--- config.mk ---
export PLATFORM = sky130hd
export DESIGN_NAME = ifid_instr_queue
export DESIGN_NICKNAME = d
export VERILOG_FILES = /design/src/rtl/ifid_instr_queue_pkg.sv /design/src/rtl/ifid_instr_queue_entry_ram.sv /design/src/rtl/ifid_instr_queue.sv
export SDC_FILE = /design/constraint.sdc
export NUM_CORES = 1
export LEC_CHECK = 0
export CAP_MARGIN = 15
export CORE_AREA = 4 4 169 171
export DETAILED_ROUTE_END_ITERATION = 16
export DIE_AREA = 0 0 173 175
export PLACE_DENSITY = 0.64
export SYNTH_ARGS = -nofsm -noshare
export SYNTH_HDL_FRONTEND = slang
export SYNTH_HIERARCHICAL = 1
export SYNTH_SLANG_ARGS = --single-unit
--- constraint.sdc ---
create_clock -name CLK -period 5.5 [get_ports CLK]
set_input_delay 0.55 -clock CLK [delete_from_list [all_inputs] [get_ports CLK]]
set_output_delay 0.55 -clock CLK [all_outputs]
set_load 0.05 [all_outputs]
--- src/rtl/ifid_instr_queue_pkg.sv ---
// Shared types and constants for the IF/ID decoupling queue.
package ifid_instr_queue_pkg;

  localparam int unsigned IFID_XLEN = 32;
  localparam logic [IFID_XLEN-1:0] NOP_INSTR = 32'h0000_0000;

  typedef struct packed {
    logic [IFID_XLEN-1:0] instr;
    logic [IFID_XLEN-1:0] pc;
    logic [IFID_XLEN-1:0] pc_link;
  } ifid_entry_t;

  typedef enum logic [1:0] {
    Q_EMPTY = 2'd0,
    Q_PART  = 2'd1,
    Q_FULL  = 2'd2
  } ifid_q_state_e;

endpackage

--- src/rtl/ifid_instr_queue_entry_ram.sv ---
// DEPTH-entry register array holding queued fetch entries.
// The array is left unreset; validity is tracked by the pointers and count in the top level.
module ifid_entry_ram
  import ifid_instr_queue_pkg::*;
#(
  parameter int DEPTH = 2,
  parameter int AW    = 1
) (
  input  logic          clk,
  input  logic          we,
  input  logic [AW-1:0] waddr,
  input  ifid_entry_t   wdata,
  input  logic [AW-1:0] raddr,
  output ifid_entry_t   rdata
);

  ifid_entry_t mem [DEPTH];

  always_ff @(posedge clk) begin
    if (we) mem[waddr] <= wdata;
  end

  assign rdata = mem[raddr];

endmodule

--- src/rtl/ifid_instr_queue.sv ---
// IF/ID instruction queue: FIFO between fetch and decode with flush on PC redirect.
// IN_READY and OUT_VALID depend only on stored state, so there is no comb path between the two sides.
module ifid_instr_queue
  import ifid_instr_queue_pkg::*;
#(
  parameter int DEPTH = 2,
  parameter int XLEN  = 32
) (
  input  logic                     CLK,
  input  logic                     RST,
  input  logic                     IN_VALID,
  input  logic [XLEN-1:0]          IN_INSTR,
  input  logic [XLEN-1:0]          IN_PC,
  input  logic [XLEN-1:0]          IN_PC_LINK,
  output logic                     IN_READY,
  input  logic                     FLUSH,
  output logic                     OUT_VALID,
  output logic [XLEN-1:0]          OUT_INSTR,
  output logic [XLEN-1:0]          OUT_PC,
  output logic [XLEN-1:0]          OUT_PC_LINK,
  input  logic                     OUT_READY,
  output logic [$clog2(DEPTH):0]   OCCUPANCY
);

  localparam int AW = $clog2(DEPTH);
  localparam int CW = AW + 1;
  localparam logic [CW-1:0] COUNT_FULL = CW'(DEPTH);

  logic [AW-1:0] wr_ptr;
  logic [AW-1:0] rd_ptr;
  logic [CW-1:0] count;
  ifid_q_state_e q_state;
  logic          push;
  logic          pop;
  ifid_entry_t   wr_entry;
  ifid_entry_t   head;

  always_comb begin
    q_state = Q_PART;
    if (count == '0)             q_state = Q_EMPTY;
    else if (count == COUNT_FULL) q_state = Q_FULL;
  end

  assign IN_READY  = (q_state != Q_FULL);
  assign OUT_VALID = (q_state != Q_EMPTY);
  assign OCCUPANCY = count;

  assign push = IN_VALID & IN_READY & ~FLUSH;
  assign pop  = OUT_VALID & OUT_READY & ~FLUSH;

  always_ff @(posedge CLK) begin
    if (RST) begin
      wr_ptr <= '0;
      rd_ptr <= '0;
      count  <= '0;
    end else if (FLUSH) begin
      // Align the read side to the write side so the queue restarts empty in place.
      rd_ptr <= wr_ptr;
      count  <= '0;
    end else begin
      if (push) wr_ptr <= wr_ptr + AW'(1);
      if (pop)  rd_ptr <= rd_ptr + AW'(1);
      case ({push, pop})
        2'b10:   count <= count + CW'(1);
        2'b01:   count <= count - CW'(1);
        default: count <= count;
      endcase
    end
  end

  assign wr_entry = '{instr: IN_INSTR, pc: IN_PC, pc_link: IN_PC_LINK};

  ifid_entry_ram #(
    .DEPTH(DEPTH),
    .AW   (AW)
  ) u_entry_ram (
    .clk  (CLK),
    .we   (push),
    .waddr(wr_ptr),
    .wdata(wr_entry),
    .raddr(rd_ptr),
    .rdata(head)
  );

  assign OUT_INSTR   = OUT_VALID ? head.instr   : NOP_INSTR;
  assign OUT_PC      = OUT_VALID ? head.pc      : '0;
  assign OUT_PC_LINK = OUT_VALID ? head.pc_link : '0;

`ifndef SYNTHESIS
  always_ff @(posedge CLK) begin
    if (!RST) begin
      assert (count <= COUNT_FULL);
      assert (OUT_VALID == (count != '0));
      assert (IN_READY == (count != COUNT_FULL));
    end
  end
`endif

endmodule

Word level (Yosys, flattened, before mapping)
Memory sizes are Yosys's and may differ from the RTL's. A register that Yosys moved wholly into a read port is not among the register bits.
Cells that the tools add are included.
- register bits: 4
- bits in writable memories: 192
- input port bits: 101
- output and inout port bits: 100
- logic and storage cells: 35
- memories: 1
- add/sub/neg operators: 4
- equality and inequality tests: 4
- muxes and demuxes: 12
- bitwise gates (word level): 5
- reductions and logical operators: 6
- memories (memory ; words ; width ; rd ports ; clocked after Yosys merged registers in ; write ports ; RTL line ; source):
    u_entry_ram.mem ; 2 ; 96 ; 1 ; 1 ; 1 ; ifid_instr_queue_entry_ram.sv:17 ; ifid_entry_t mem [DEPTH];
- operators with widths (kind ; number):
    $mux 32 ; 3
    $mux 1 ; 6
    $reduce_bool 2->1 ; 3
    $and 1x1->1 ; 4
    $eq 2x2->1 const B ; 2
    $mux 2 ; 2
    $pmux 2 s2 ; 1
    $add 1x1->1 const B ; 2
    $add 2x1->2 const B ; 1
    $eq 2x1->1 const B ; 1
    $logic_not 2->1 ; 1
    $ne 2x2->1 const B ; 1
    $reduce_and 2->1 ; 1
    $reduce_or 2->1 ; 1
    $sub 2x1->2 const B ; 1
    $not 1->1 ; 1

Depth between registers and ports, before layout
- depth after elaboration: 10
- mapped depth: 7

By module
The synthesis kept the hierarchy.
- by module, submodules not included (module ; instances ; cells each ; area each (um^2)):
    ifid_entry_ram ; 1 ; 301 ; 7140.6
    ifid_instr_queue ; 1 ; 133 ; 874.6

Least setup slack after synthesis
OpenSTA, ideal clock, no wires.
- path type: reg2reg
- from: register count[0], in the netlist OCCUPANCY[0]
- to: memory u_entry_ram/mem[0][0] (netlist name) (enable)
- setup time: 563 ps
- arrival: 5781 ps
- data required time: 4937 ps
- setup slack: -844 ps
- stages on the path, launching flop included: 6
- buffers on the path: 0
- clock period less this slack: 6344 ps
- path through: dfxtp_1 and2b_2 inv_1 nand2b_1 inv_1 nor2b_1
- cells in the longest elaborated chain, start to end: 8
- elaborated cells on any way between the ends: 9
- ends and longest elaborated chain (what ; RTL line ; source):
    start, declared ; ifid_instr_queue.sv:31 ; logic [CW-1:0] count;
    start signal, assigned ; ifid_instr_queue.sv:64 ; 2'b10: count <= count + CW'(1);
    start signal, assigned ; ifid_instr_queue.sv:65 ; 2'b01: count <= count - CW'(1);
    start signal, assigned ; ifid_instr_queue.sv:66 ; default: count <= count;
    $eq 2x2->1 ; ifid_instr_queue.sv:41 ; else if (count == COUNT_FULL) q_state = Q_FULL;
    $mux 2 ; ifid_instr_queue.sv:41 ;
    $mux 2 * ; ifid_instr_queue.sv:40 ; if (count == '0) q_state = Q_EMPTY;
    $ne 2x2->1 * ; ifid_instr_queue.sv:44 ; assign IN_READY = (q_state != Q_FULL);
    named net IN_READY ; ifid_instr_queue.sv:15 ; output logic IN_READY,
    $and 1x1->1 * (2 in a row) ; ifid_instr_queue.sv:48 ; assign push = IN_VALID & IN_READY & ~FLUSH;
    named net push ; ifid_instr_queue.sv:33 ; logic push;
    $mux 1 * ; ifid_instr_queue_entry_ram.sv:20 ; if (we) mem[waddr] <= wdata;
    $mux 1 (not written as such) * ; ifid_instr_queue_entry_ram.sv:20 ;
    end, declared ; ifid_instr_queue_entry_ram.sv:17 ;
Mark *: on every way through the listed nets, which the timed path passes. The rest lies on a longest branch.

Final worst setup path
- from: register count[0], in the netlist OCCUPANCY[0]
- to: output port OUT_PC[30]
- cells in the longest elaborated chain, start to end: 5
- elaborated cells on any way between the ends: 6
- ends and longest elaborated chain (what ; RTL line ; source):
    $eq 2x2->1 ; ifid_instr_queue.sv:41 ;
    $mux 2 ; ifid_instr_queue.sv:41 ;
    $mux 2 * ; ifid_instr_queue.sv:40 ;
    $reduce_bool 2->1 * ; ifid_instr_queue.sv:45 ; assign OUT_VALID = (q_state != Q_EMPTY);
    $mux 32 * ; ifid_instr_queue.sv:86 ; assign OUT_PC = OUT_VALID ? head.pc : '0;
    end, declared ; ifid_instr_queue.sv:19 ; output logic [XLEN-1:0] OUT_PC,
Mark *: on every way between the ends. The rest lies on a longest branch, timed or not.

==> results.ini <==
[status]
status=finished clean

[layout]
fin_nets=738
final_cell_mix=clkdlybuf4s50_1, edfxtp_1, and2_1, mux2_2, mux2_4
num_antenna_cells=0
syn2layout_area_growth_pct=36.3
final_util_pct=40.7
drive_above_1_share_pct=21.0
final_common_cell=clkdlybuf4s50_1

[timing]
setup_violations=0
fmax_mhz=271
rsz0062_at_grt=false
fin_crit_sh_pct=67.0
tightest_slew_ns=0.988
slew_headroom_pct=34.1
fin_skew_ns=0.00689
setup_ws_ns=1.81
drv_slew=0
finalSetupTns_ns=0
hold_violations=0
period_minus_slack_ns=3.69

[yosys]
synth_compound_area_share_pct=0.500
synth.area.mux_share_pct=15.4
syn-num-nets=536
ys_seq_elements=196
yosysWarnings=6
synth_top_family_by_area=multiplexers
synth_simple_gate_area_share_pct=8.26
synth_area_per_cell_sq_um=18.5
synth_area_sq_um=8020
synth_cell_types=26
seq_area_frac_synth_pct=72.9
syn_inst=434
synth_fa_ha_area_share_pct=0.156
synth_xor_area_share_pct=0.328

[floorplanning]
die_y_um=175
ios=201
core-area_sq_um=26900
dieArea_sq_um=30300
rows=60
start_util_pct=29.8
die_x_um=173

[cts]
h-tree-depth=4
cts-resized-gates=0
cts_tree=built
cts_sinks=196
post_cts.repair.setup_buffers=0
cts_root_buf=clkbuf_16
postCtsHoldBufs=0
numCtsBuffers=17
clkTransAtPathRegs_ns=0.07
cts_max_path_buffers=2
insertion_delay_ns=0.42

[power_and_ir_drop]
leakage_nw=3.69
ir_worst_vdd_v=0.000138
power.density_nw_per_um2=301
p_total_w=0.00328

[placement]
gp_congestion=0.702
dp_slack_ns=2.15
io_buffer_count=200
place.detailed.hpwl_um=10700

[setup_path]
critPathCaptureType=primary output
cp-start-kind=flip-flop
crit_fanout=61
r2r_slack_ns=3.37
arrival_ns=3.14
critical_path_class=flip-flop to primary output
critPathRequiredTime_ns=4.95

[min_path]
min-delay-path-class=flip-flop to flip-flop

[routing]
antenna_left=0
vias_per_cell=4.26
finalWirelength_um=16800
drtIter0Drc=203
drt_pass1_iterations=4
vias=4219
wl_per_cell_um=17.0
drcViolationCount=0

[global_routing]
grt_pass1_wl_um=25900
grt_pass1_vias=4612
antenna_found_initial=0
overflow=0
grt_max_degree=90
grt_use_total_pct=11.1

[run]
max_cap_viol_count=0

## report_power, final
part           switching [W]  internal, W  leakage [nW]
Combinational       0.000182     0.000180          1.62
Sequential         0.0000182      0.00169          1.80
Clock               0.000574     0.000638         0.271
## cells by family (layout without fill, tap and decap cells)
logic type      Yosys count  count (layout)
compound gates            7               7
xor+xnor                  3               3
fa+ha+maj                 1               1
buf+inv                  25             240
flops                   196             196
mux                      96              96
simple gates            106             106
## stage by stage
step	cells	hold WS [ns]	instance area, sq um
finish	990	0.559	10900
global route	990	0.603	10900
CTS	989	0.556	10900
detailed placement	957	0.547	10300
global placement	957	0.517	10300
floorplan	434	0.484	8020
## flip-flops by register name, summed over array words and instances, names as in the netlist
name	cells
wr_ptr	1
rd_ptr	1
u_entry_ram/mem	192
OCCUPANCY	2
## metal layers
layer | vias to the layer above | part of all wire (%) | track usage [%]
met5 | - | 0 | 0
met4 | 0 | 1.6 | 3.89
met2 | 115 | 51 | 19.5
met1 | 2078 | 42 | 12.8
met3 | 14 | 5.5 | 3.38
li1 | 2012 | - | -
## worst paths after layout
path / startpoint / to / cells after the start
worst max register to register: OCCUPANCY[0] / u_entry_ram/mem[0][32] / 6
worst max-delay path: OCCUPANCY[0] / OUT_PC[30] / 4
worst min-delay path: OCCUPANCY[1] / OCCUPANCY[1] / 2
worst min register to register: OCCUPANCY[1] / OCCUPANCY[1] / 2
## cell usage after synthesis, drive strengths merged
cell	number	area [sq um]
clkbuf	6	23.8
and2b	1	8.76
edfxtp	192	5770
o21a	1	7.51
mux2	96	1230
a21oi	2	10.0
o21ai	3	15.0
or3	2	12.5
nor2	1	3.75
buf	16	163
a211oi	1	7.51
ha	1	12.5
xnor2	2	17.5
dfxtp	4	80.1
nor3	1	5.00
inv	3	11.3
or2	1	6.26
nand2b	2	12.5
xor2	1	8.76
and2	97	607
nor2b	1	6.26
## worst max-delay path, stage by stage, from the launching register on
cell             delay, ns
dfxtp_1               0.42
or2_2                 0.79
buf_4                 0.45
and2_1                0.18
clkdlybuf4s50_1       0.81
## layout make-up
cell class | count | area (sq um)
sequential | 196 | 5850
tap | 341 | 427
inverter | 3 | 11.3
clock inverter | 15 | 146
multi-input combinational | 213 | 1980
timing repair buffer | 205 | 2080
fill | 2503 | 16000
clock buffer | 17 | 425
(Power assumes the default switching activity.)
